File: src/rtl/vga_sync_rx.sv
// vga_sync_rx: recovers pixel position, lock status and per-frame statistics
// from a received hsync/vsync/rgb stream sampled on pixel_tick strobes.
// Latency: one tick from input sample (S1) to registered position/pixel
// outputs; outputs hold between ticks. No backpressure: input accepted every tick.
// Optional feature: define VGA_SYNC_RX_CRC_EN to add a per-frame CRC-8 of the
// active pixels (frame_crc); otherwise frame_crc is tied to zero.
module vga_sync_rx #(
  parameter int H_TOTAL     = 800,
  parameter int H_SYNC      = 96,
  parameter int H_BP        = 48,
  parameter int H_ACTIVE    = 640,
  parameter int V_TOTAL     = 525,
  parameter int V_SYNC      = 2,
  parameter int V_BP        = 33,
  parameter int V_ACTIVE    = 480,
  parameter bit SYNC_POL    = 1'b1,
  parameter int LOCK_FRAMES = 2
) (
  input  logic        clk,
  input  logic        reset,
  input  logic        pixel_tick,
  input  logic        hsync_in,
  input  logic        vsync_in,
  input  logic [7:0]  rgb_in,
  input  logic [9:0]  probe_x,
  input  logic [9:0]  probe_y,
  output logic [9:0]  pixel_x,
  output logic [9:0]  pixel_y,
  output logic        video_on,
  output logic [7:0]  rgb_out,
  output logic        locked,
  output logic        frame_start,
  output logic        timing_err,
  output logic        probe_valid,
  output logic [7:0]  probe_rgb,
  output logic [10:0] line_len,
  output logic [10:0] frame_lines,
  output logic [7:0]  frame_crc
);

  typedef enum logic [1:0] {
    ST_UNLOCKED = 2'd0,
    ST_ACQUIRE  = 2'd1,
    ST_LOCKED   = 2'd2
  } state_t;

  localparam logic [10:0] CNT_MAX   = 11'h7FF;
  localparam logic [10:0] CNT_SAT_M = 11'h7FE;
  localparam logic [10:0] H_TOT11   = 11'(H_TOTAL);
  localparam logic [10:0] V_TOT11   = 11'(V_TOTAL);
  localparam logic [10:0] H_LO      = 11'(H_SYNC + H_BP);
  localparam logic [10:0] H_HI      = 11'(H_SYNC + H_BP + H_ACTIVE - 1);
  localparam logic [10:0] V_LO      = 11'(V_SYNC + V_BP);
  localparam logic [10:0] V_HI      = 11'(V_SYNC + V_BP + V_ACTIVE - 1);

  // Stage S1 and the previous S1 sync levels used for edge detection
  logic       hs1_q, vs1_q, hs_prev_q, vs_prev_q;
  logic [7:0] rgb1_q;

  // Position counters and per-edge statistics
  logic [10:0] hcnt_q, hcnt_d, vcnt_q, vcnt_d;
  logic [10:0] line_len_q, frame_lines_q;

  // Lock state machine
  state_t     state_q;
  logic [7:0] good_cnt_q;
  logic       frame_ok_q;
  logic       locked_q, timing_err_q;

  // Registered video-side outputs
  logic [9:0] pixel_x_q, pixel_y_q;
  logic       video_on_q, frame_start_q, probe_valid_q;
  logic [7:0] rgb_out_q, probe_rgb_q;

  // Per-tick events
  logic       hedge, vedge;
  logic       line_bad, frame_bad, frame_good;
  logic       sat_evt, lock_gain, lock_nxt;
  logic       video_nxt, probe_hit;
  logic [9:0] pixel_x_nxt, pixel_y_nxt;

  // Edges only exist on ticks; the sync is "new" when S1 is asserted and the
  // sample before it was not.
  assign hedge = pixel_tick && (hs1_q == SYNC_POL) && (hs_prev_q != SYNC_POL);
  assign vedge = pixel_tick && (vs1_q == SYNC_POL) && (vs_prev_q != SYNC_POL);

  // A line is judged at its terminating hsync edge, a frame at its vsync edge.
  assign line_bad   = hedge && ((hcnt_q + 11'd1) != H_TOT11);
  assign frame_bad  = vedge && ((vcnt_q + 11'd1) != V_TOT11);
  assign frame_good = frame_ok_q && !line_bad && !frame_bad;

  // Next-state counters: hcnt restarts at hsync, vcnt advances per line and
  // restarts at vsync (after the line check above has used the old hcnt).
  always_comb begin
    hcnt_d = hcnt_q;
    vcnt_d = vcnt_q;
    if (pixel_tick) begin
      if (hedge) begin
        hcnt_d = '0;
      end else if (hcnt_q != CNT_MAX) begin
        hcnt_d = hcnt_q + 11'd1;
      end
      if (vedge) begin
        vcnt_d = '0;
      end else if (hedge && (vcnt_q != CNT_MAX)) begin
        vcnt_d = vcnt_q + 11'd1;
      end
    end
  end

  // Saturation fires once, on the tick a counter first reaches its ceiling.
  assign sat_evt = (hcnt_d == CNT_MAX && hcnt_q == CNT_SAT_M) ||
                   (vcnt_d == CNT_MAX && vcnt_q == CNT_SAT_M);

  assign lock_gain = (state_q == ST_ACQUIRE) && vedge && frame_good &&
                     ((int'(good_cnt_q) + 1) >= LOCK_FRAMES);

  // Lock status that the FSM will hold after this edge; used so that the
  // video outputs drop on the very edge that detects a timing fault.
  assign lock_nxt = !sat_evt &&
                    (((state_q == ST_LOCKED) && !line_bad && !frame_bad) || lock_gain);

  assign video_nxt = lock_nxt &&
                     (hcnt_d >= H_LO) && (hcnt_d <= H_HI) &&
                     (vcnt_d >= V_LO) && (vcnt_d <= V_HI);

  assign pixel_x_nxt = video_nxt ? 10'(hcnt_d - H_LO) : 10'd0;
  assign pixel_y_nxt = video_nxt ? 10'(vcnt_d - V_LO) : 10'd0;

  assign probe_hit = pixel_tick && video_nxt &&
                     (pixel_x_nxt == probe_x) && (pixel_y_nxt == probe_y);

  // Input capture into S1 and the one-sample sync history
  always_ff @(posedge clk) begin
    if (!reset) begin
      hs1_q     <= 1'b0;
      vs1_q     <= 1'b0;
      rgb1_q    <= 8'd0;
      hs_prev_q <= 1'b0;
      vs_prev_q <= 1'b0;
    end else if (pixel_tick) begin
      hs1_q     <= hsync_in;
      vs1_q     <= vsync_in;
      rgb1_q    <= rgb_in;
      hs_prev_q <= hs1_q;
      vs_prev_q <= vs1_q;
    end
  end

  // Position counters and the measured line length / frame height
  always_ff @(posedge clk) begin
    if (!reset) begin
      hcnt_q        <= '0;
      vcnt_q        <= '0;
      line_len_q    <= '0;
      frame_lines_q <= '0;
    end else begin
      hcnt_q <= hcnt_d;
      vcnt_q <= vcnt_d;
      if (hedge) begin
        line_len_q <= hcnt_q + 11'd1;
      end
      if (vedge) begin
        frame_lines_q <= vcnt_q + 11'd1;
      end
    end
  end

  // Lock FSM: acquire on consecutive good frames, drop on any bad edge or
  // counter saturation (saturation means the sync has disappeared)
  always_ff @(posedge clk) begin
    if (!reset) begin
      state_q      <= ST_UNLOCKED;
      good_cnt_q   <= '0;
      frame_ok_q   <= 1'b0;
      locked_q     <= 1'b0;
      timing_err_q <= 1'b0;
    end else begin
      timing_err_q <= 1'b0;
      locked_q     <= lock_nxt;
      if (sat_evt) begin
        state_q      <= ST_UNLOCKED;
        timing_err_q <= 1'b1;
      end else begin
        case (state_q)
          ST_UNLOCKED: begin
            if (vedge) begin
              state_q    <= ST_ACQUIRE;
              good_cnt_q <= '0;
              frame_ok_q <= 1'b1;
            end
          end
          ST_ACQUIRE: begin
            if (line_bad) begin
              frame_ok_q <= 1'b0;
            end
            if (vedge) begin
              // The frame that just ended is scored; the next one starts clean.
              frame_ok_q <= 1'b1;
              if (lock_gain) begin
                state_q    <= ST_LOCKED;
                good_cnt_q <= '0;
              end else if (frame_good) begin
                good_cnt_q <= good_cnt_q + 8'd1;
              end else begin
                good_cnt_q <= '0;
              end
            end
          end
          ST_LOCKED: begin
            if (line_bad || frame_bad) begin
              state_q      <= ST_UNLOCKED;
              timing_err_q <= 1'b1;
            end
          end
          default: begin
            state_q <= ST_UNLOCKED;
          end
        endcase
      end
    end
  end

  // Aligned pixel outputs, frame marker and probe capture
  always_ff @(posedge clk) begin
    if (!reset) begin
      pixel_x_q     <= '0;
      pixel_y_q     <= '0;
      video_on_q    <= 1'b0;
      rgb_out_q     <= '0;
      frame_start_q <= 1'b0;
      probe_valid_q <= 1'b0;
      probe_rgb_q   <= '0;
    end else begin
      frame_start_q <= vedge;
      probe_valid_q <= probe_hit;
      if (pixel_tick) begin
        video_on_q <= video_nxt;
        pixel_x_q  <= pixel_x_nxt;
        pixel_y_q  <= pixel_y_nxt;
        rgb_out_q  <= video_nxt ? rgb1_q : 8'd0;
      end
      if (probe_hit) begin
        probe_rgb_q <= rgb1_q;
      end
    end
  end

`ifdef VGA_SYNC_RX_CRC_EN
  logic [7:0] crc_acc_q, frame_crc_q;

  // CRC-8, polynomial 0x07, MSB first, one byte per call
  function automatic logic [7:0] crc8_upd(input logic [7:0] crc, input logic [7:0] dat);
    logic [7:0] r;
    r = crc ^ dat;
    for (int i = 0; i < 8; i++) begin
      r = r[7] ? ((r << 1) ^ 8'h07) : (r << 1);
    end
    return r;
  endfunction

  // Accumulate over visible pixels; publish and restart at each vsync edge
  always_ff @(posedge clk) begin
    if (!reset) begin
      crc_acc_q   <= '0;
      frame_crc_q <= '0;
    end else if (pixel_tick) begin
      if (vedge) begin
        frame_crc_q <= crc_acc_q;
        crc_acc_q   <= video_nxt ? crc8_upd(8'h00, rgb1_q) : 8'h00;
      end else if (video_nxt) begin
        crc_acc_q <= crc8_upd(crc_acc_q, rgb1_q);
      end
    end
  end

  assign frame_crc = frame_crc_q;
`else
  assign frame_crc = 8'h00;
`endif

  assign pixel_x     = pixel_x_q;
  assign pixel_y     = pixel_y_q;
  assign video_on    = video_on_q;
  assign rgb_out     = rgb_out_q;
  assign locked      = locked_q;
  assign frame_start = frame_start_q;
  assign timing_err  = timing_err_q;
  assign probe_valid = probe_valid_q;
  assign probe_rgb   = probe_rgb_q;
  assign line_len    = line_len_q;
  assign frame_lines = frame_lines_q;

endmodule

File: config.mk
export PLATFORM = sky130hd
export DESIGN_NAME = vga_sync_rx
export DESIGN_NICKNAME = d
export VERILOG_FILES = /design/src/rtl/vga_sync_rx.sv
export SDC_FILE = /design/constraint.sdc
export NUM_CORES = 1
export LEC_CHECK = 0
export BUFFER_PORTS_ARGS = -buffer_cell sky130_fd_sc_hd__buf_4
export CAP_MARGIN = 40
export CORE_UTILIZATION = 35
export CTS_BUF_LIST = sky130_fd_sc_hd__clkbuf_8
export DETAILED_ROUTE_END_ITERATION = 8
export SYNTH_ARGS = -nofsm -noshare
export SYNTH_HDL_FRONTEND = slang
export SYNTH_SLANG_ARGS = --single-unit
File: constraint.sdc
create_clock -name clk -period 9.1 [get_ports clk]
set_input_delay 1.82 -clock clk [delete_from_list [all_inputs] [get_ports clk]]
set_output_delay 1.82 -clock clk [all_outputs]
set_load 0.1 [all_outputs]
==> results of run 1 <==
## placed cells by master, fill, tap and decap left out, types with 16 or more instances in the layout
| master | instances |
|---|---|
| nor2_1 | 116 |
| dfxtp_1 | 108 |
| buf_4 | 99 |
| a21oi_1 | 58 |
| nand2_1 | 42 |
| nor3_1 | 34 |
| xnor2_1 | 27 |
| o21ai_0 | 21 |
| inv_1 | 20 |
| and3_1 | 20 |
| nand3_1 | 19 |
| nand4_1 | 17 |
| a211oi_1 | 16 |
## power breakdown
group	internal [W]	switching [W]
Combinational	0.0000467	0.000109
Sequential	0.000482	0.0000103
Clock	0.000129	0.000180
Total	0.000657	0.000299
## layer usage
layer | up-vias | wire length [µm]
met5 | - | 0
met4 | 0 | 305
met3 | 20 | 622
met2 | 137 | 7940
met1 | 2601 | 8090
li1 | 2787 | -
## worst reg2reg max path, cell delays in order, from the launching register on
cell      delay (ns)
dfxtp_1         0.54
ha_1            0.35
nand3_2         0.24
nor3_4          0.44
a221oi_1        0.29
a211o_1         0.35
or4bb_1         0.48
nand4_1         0.15
nand4_4         0.50
o21ai_2         0.56
or3b_1          0.55
o21ai_1         0.18
a21oi_1         0.08
## state kept, by name, indices dropped and copies added (netlist names), 2 cells and up
signal and cells:
frame_lines 11, hcnt_q 11, line_len 11, vcnt_q 11, pixel_x 10, pixel_y 10
good_cnt_q 8, probe_rgb 8, rgb1_q 8, rgb_out 8, state_q 2
## per-stage QoR
stage               std cells  hold WS (ns)  total power, W  worst slack, ns
finish                   1031         0.471        0.000957             3.09
global route             1031         0.502        0.000995             2.81
CTS                      1031         0.471        0.000965             3.12
detailed placement       1015         0.454        0.000658             2.69
global placement         1014         0.451        0.000657             2.65
floorplan                 755         0.436        0.000620             3.36
## cell families (layout without fill, tap and decap cells)
logic type | Yosys count | in the layout
buffers and inverters | 80 | 136
AOI/OAI and AO/OA | 165 | 165
other | 1 | 8
adders and majority gates | 13 | 13
xor gates and xnor gates | 36 | 36
and+or+nand+nor | 330 | 330
DFF | 108 | 108
muxes | 15 | 15
## layout make-up
type	count	area, µm²
Timing Repair Buffer	100	758
Multi-Input combinational cell	567	3550
Sequential cell	108	2160
Fill cell	1726	9800
Inverter	20	75.1
Tap cell	220	275
Clock buffer	9	124
Clock inverter	7	75.1
## worst min-delay path by stage
| stage | start | end | slack [ns] | cells past startpoint |
|---|---|---|---|---|
| floorplan | frame_ok_q | frame_ok_q | 0.44 | 2 |
| global placement | frame_ok_q | frame_ok_q | 0.45 | 2 |
| detailed placement | frame_ok_q | frame_ok_q | 0.45 | 2 |
| CTS | frame_ok_q | frame_ok_q | 0.47 | 2 |
| global route | line_len[10] | line_len[10] | 0.50 | 2 |
| finish | frame_ok_q | frame_ok_q | 0.47 | 2 |
==> flow_summary.json, run 1 <==
{
  "crit_buf_inv": 2,
  "wl_per_cell_um": 16.4,
  "fin_crit_ns": 6.01,
  "synth.largest_area_cell": "dfxtp_1",
  "drt_iter0_markers": 470,
  "root_buffer": "clkbuf_8",
  "setup_viol": 0,
  "synthSimpleGateAreaFrac": 0.288,
  "area_growth_pct": 15.2,
  "r2r_end": "probe_rgb[0]",
  "synth-main-ff-cell": "dfxtp_1",
  "cts_hold_buf": 0,
  "ys_top_cells_by_count": "nor2_1, dfxtp_1, a21oi_1, nand2_1, nor3_1",
  "ir_drop_mv": 0.0643,
  "cp_top_family": "simple AND/OR/NAND/NOR gates",
  "r2r_start": "hcnt_q[0]",
  "fin_tns_setup_ns": 0,
  "p_leak_nw": 2.70,
  "grt_pass1_wl_um": 26800,
  "muxShareOfSynthArea": 0.0248,
  "grt_max_degree": 72,
  "worstSetupStartpointType": "input pin",
  "layout.nets": 852,
  "ys_ff_latch": 108,
  "synth_area_leaders": "dfxtp_1, nor2_1, a21oi_1",
  "crit_top_cell": "a21oi_1",
  "htreeDepth": 3,
  "hold_viol": 0,
  "relSlewSlack": 0.384,
  "globalRouteTotalUtil": 0.190,
  "ys_async_sr_fraction": 0,
  "crit_slowest_cell": "or3b_1",
  "grtUsageMet2": 0.303,
  "path_class": "in2reg",
  "die_area_um2": 18000,
  "cp_num_cells": 16,
  "hpwl_um": 12300,
  "die_h_um": 134,
  "yosysUniqueCellTypes": 84,
  "dr.pass1.iters": 5,
  "drc": 0,
  "drv_slew": 0,
  "syn_avg_cell_area_um2": 8.15,
  "clk_latency_ns": 0.41,
  "rsz0062_at_grt": "false",
  "syn-cell-area_um2": 6100,
  "yosysWarnings": 0,
  "first_global_vias": 4995,
  "synth_seq_area_share": 0.355,
  "synth_cells": 748,
  "status": "completed",
  "antenna_cells": 0,
  "fp-row-count": 47,
  "rr_worst_depth": 12,
  "synth_most_common_cell": "nor2_1",
  "cts_tree": "built",
  "synth-compound-area-share": 0.184,
  "grt_busiest_layer": "met2",
  "wirelength_um": 17000,
  "drive_above_1_share": 0.180,
  "fin_crit_sh": 0.660,
  "coreArea_um2": 16800,
  "cts_made_buffers": 9,
  "path_cells": "buf_4, nand3b_2, a31oi_4, xnor2_1, nor2_1, inv_1, ha_1, or3_1, a41oi_1, nor4b_4, nand4_4, a21oi_1, o32a_1, or3b_1, o21ai_1, a21oi_1",
  "crit_end": "probe_rgb[0]",
  "cts.reportedPaths.clkPinSlew_ns": 0.11,
  "ant_nets": 0,
  "skew_ns": 0.00964,
  "use_met3": 0.0234,
  "worst_slew_pin_slew_ns": 0.924,
  "synth_top_family_by_area": "simple AND/OR/NAND/NOR gates",
  "cts_resized": 0,
  "vias": 5545,
  "place_area_um2": 6820,
  "grt_use_met1": 0.261,
  "placement.io_buffers": 95,
  "p_per_area_nw_per_um2": 136,
  "synth-xor-area-share": 0.0540,
  "cp-end-kind": "register",
  "final_util": 0.417,
  "io_pins": 104,
  "grt_overflow": 0,
  "hold_class": "reg2reg",
  "drv_cap": 0,
  "cts_sinks": 108,
  "synth_top_area_frac": 0.355,
  "worstPathArrival_ns": 6.27,
  "start_util": 0.363,
  "dieWidth_um": 134,
  "synth_edf_count": 0,
  "fin_area_um2": 7020,
  "critPathLaunch": "pixel_tick",
  "vias_per_cell": 5.38,
  "place.gp.congestion": 0.849,
  "worst_ep_required_time_ns": 9.37,
  "slowest_delay_ns": 0.55,
  "cts_setup_buffers": 0,
  "fmax_mhz": 166,
  "clockBufferDepth": 2,
  "synthAdderAreaFrac": 0.0267,
  "regToRegSetupSlack_ns": 4.27,
  "antenna_found_initial": 0,
  "path_max_fanout": 45
}
Note: power is estimated with default switching activity, not from simulation.
==> run 2, diff against run 1 <==
- clock period: 9.1 -> 4.88 ns (I/O delays scaled with it)
==> run 2 against run 1 <==
Against the previous run: clock power is 93% higher; sequential cell count stayed put; critical path type is now reg2reg; final area rose by 2.5%; critical endpoint is now probe_rgb[1].
==> flow_summary.json, run 2 (synthesized netlist as in run 1, its figures left out) <==
{
  "antenna_cells": 0,
  "ir_drop_mv": 0.177,
  "relSlewSlack": 0.561,
  "fillCellCount": 1764,
  "cts_resized": 0,
  "vias_per_cell": 5.33,
  "wl_per_cell_um": 16.4,
  "crit_top_cell": "ha_1",
  "p_leak_nw": 2.81,
  "cts_sinks": 108,
  "ant_nets": 0,
  "place_area_um2": 6990,
  "antenna_found_initial": 0,
  "cts_tree": "built",
  "slowest_delay_ns": 0.40,
  "cp_num_cells": 17,
  "grt_overflow": 0,
  "hpwl_um": 12900,
  "placement.io_buffers": 95,
  "cp_top_family": "simple AND/OR/NAND/NOR gates",
  "place.gp.congestion": 0.869,
  "rsz0062_at_grt": "false",
  "fin_crit_sh": 0.878,
  "path_class": "reg2reg",
  "grt_pass1_wl_um": 28100,
  "drv_slew": 0,
  "worst_ep_required_time_ns": 5.15,
  "skew_ns": 0.0161,
  "vias": 5617,
  "wirelength_um": 17300,
  "path_cells": "ha_1, and4_4, a31oi_4, xnor2_1, nor2_1, inv_1, ha_1, or3_1, a41oi_1, nor4b_4, nand4_4, buf_4, mux2i_1, and4_1, nand3_1, o21ai_1, a21oi_1",
  "path_max_fanout": 19,
  "cts_setup_buffers": 0,
  "fin_area_um2": 7200,
  "cp-end-kind": "register",
  "rr_worst_depth": 17,
  "fmax_mhz": 233,
  "fin_tns_setup_ns": 0,
  "start_util": 0.363,
  "setup_slack_ns": 0.593,
  "r2r_start": "vcnt_q[0]",
  "hold_viol": 0,
  "area_growth_pct": 18.1,
  "cts_hold_buf": 0,
  "dieWidth_um": 134,
  "multi_input_area_um2": 3550,
  "drc": 0,
  "worst_slew_pin_slew_ns": 0.658,
  "io_pins": 104,
  "p_total_w": 0.00181,
  "status": "completed",
  "register_area_um2": 2160,
  "regToRegSetupSlack_ns": 0.59,
  "cts.reportedPaths.clkPinSlew_ns": 0.11,
  "layout_common_cells": "buf_4, nor2_1, dfxtp_1",
  "final_common_cell": "buf_4",
  "crit_slowest_cell": "or3_1",
  "cts_made_buffers": 9,
  "die_h_um": 134,
  "globalRouteTotalUtil": 0.198,
  "drive_above_1_share": 0.203,
  "drt_iter0_markers": 484,
  "worstSetupStartpointType": "register",
  "layout.nets": 874,
  "coreArea_um2": 16800,
  "critPathLaunch": "vcnt_q[0]",
  "clockBufferDepth": 2,
  "drv_cap": 0,
  "crit_end": "probe_rgb[1]",
  "p_per_area_nw_per_um2": 252,
  "hold_class": "reg2reg",
  "fp-row-count": 47,
  "dr.pass1.iters": 5,
  "grt_max_degree": 46,
  "dp_slack_ns": 0.257,
  "worstPathArrival_ns": 4.56,
  "clk_latency_ns": 0.40,
  "fin_crit_ns": 4.29,
  "root_buffer": "clkbuf_8",
  "first_global_vias": 5295,
  "die_area_um2": 18000,
  "r2r_end": "probe_rgb[1]",
  "setup_viol": 0,
  "htreeDepth": 3,
  "crit_buf_inv": 2
}
[run 2: tightest hold or removal path: cells and delay by family, from the launching register on]
kind               cells  cell delay (ns)
AOI/OAI and AO/OA      1             0.05
DFF                    1             0.33
and+or+nand+nor        1             0.05
[run 2: worst min-delay path by stage]
stage / start / end / slack [ns] / depth (start not counted)
2_1_floorplan: frame_ok_q / frame_ok_q / 0.44 / 2
3_3_place_gp: frame_ok_q / frame_ok_q / 0.45 / 2
3_5_place_dp: frame_lines[1] / frame_lines[1] / 0.45 / 2
4_1_cts: frame_lines[1] / frame_lines[1] / 0.47 / 2
5_1_grt: frame_lines[1] / frame_lines[1] / 0.49 / 2
6_report: frame_lines[1] / frame_lines[1] / 0.46 / 2
[run 2: area by class of cell]
cell class / count / share of cell area
clock buffer: 9 / 0.0172
clock inverter: 7 / 0.0115
inverter: 20 / 0.0104
multi-input combinational: 567 / 0.493
sequential: 108 / 0.300
tap: 220 / 0.0382
timing repair buffer: 122 / 0.129
[run 2: layer usage]
| metal | up-vias | wire length, µm | track usage |
|---|---|---|---|
| met1 | 2653 | 8370 | 0.266 |
| met5 | - | 0 | 0 |
| met3 | 14 | 573 | 0.0333 |
| met2 | 118 | 8110 | 0.320 |
| met4 | 0 | 206 | 0.0631 |
| li1 | 2832 | - | - |
[run 2: through the flow]
stage / hold WS, ns / cells / util
after floorplan: 0.436 / 755 / -
after global placement: 0.454 / 1036 / 0.415
after detailed placement: 0.452 / 1037 / 0.416
after CTS: 0.468 / 1053 / 0.428
after global routing: 0.485 / 1053 / 0.428
final: 0.464 / 1053 / 0.428
[run 2: report_power, final]
part | internal [W] | total (W) | switching, W | leakage (nW)
clock | 0.000246 | 0.000596 | 0.000350 | 0.0984
sequential | 0.000899 | 0.000915 | 0.0000157 | 0.875
combinational | 0.0000954 | 0.000304 | 0.000209 | 1.84
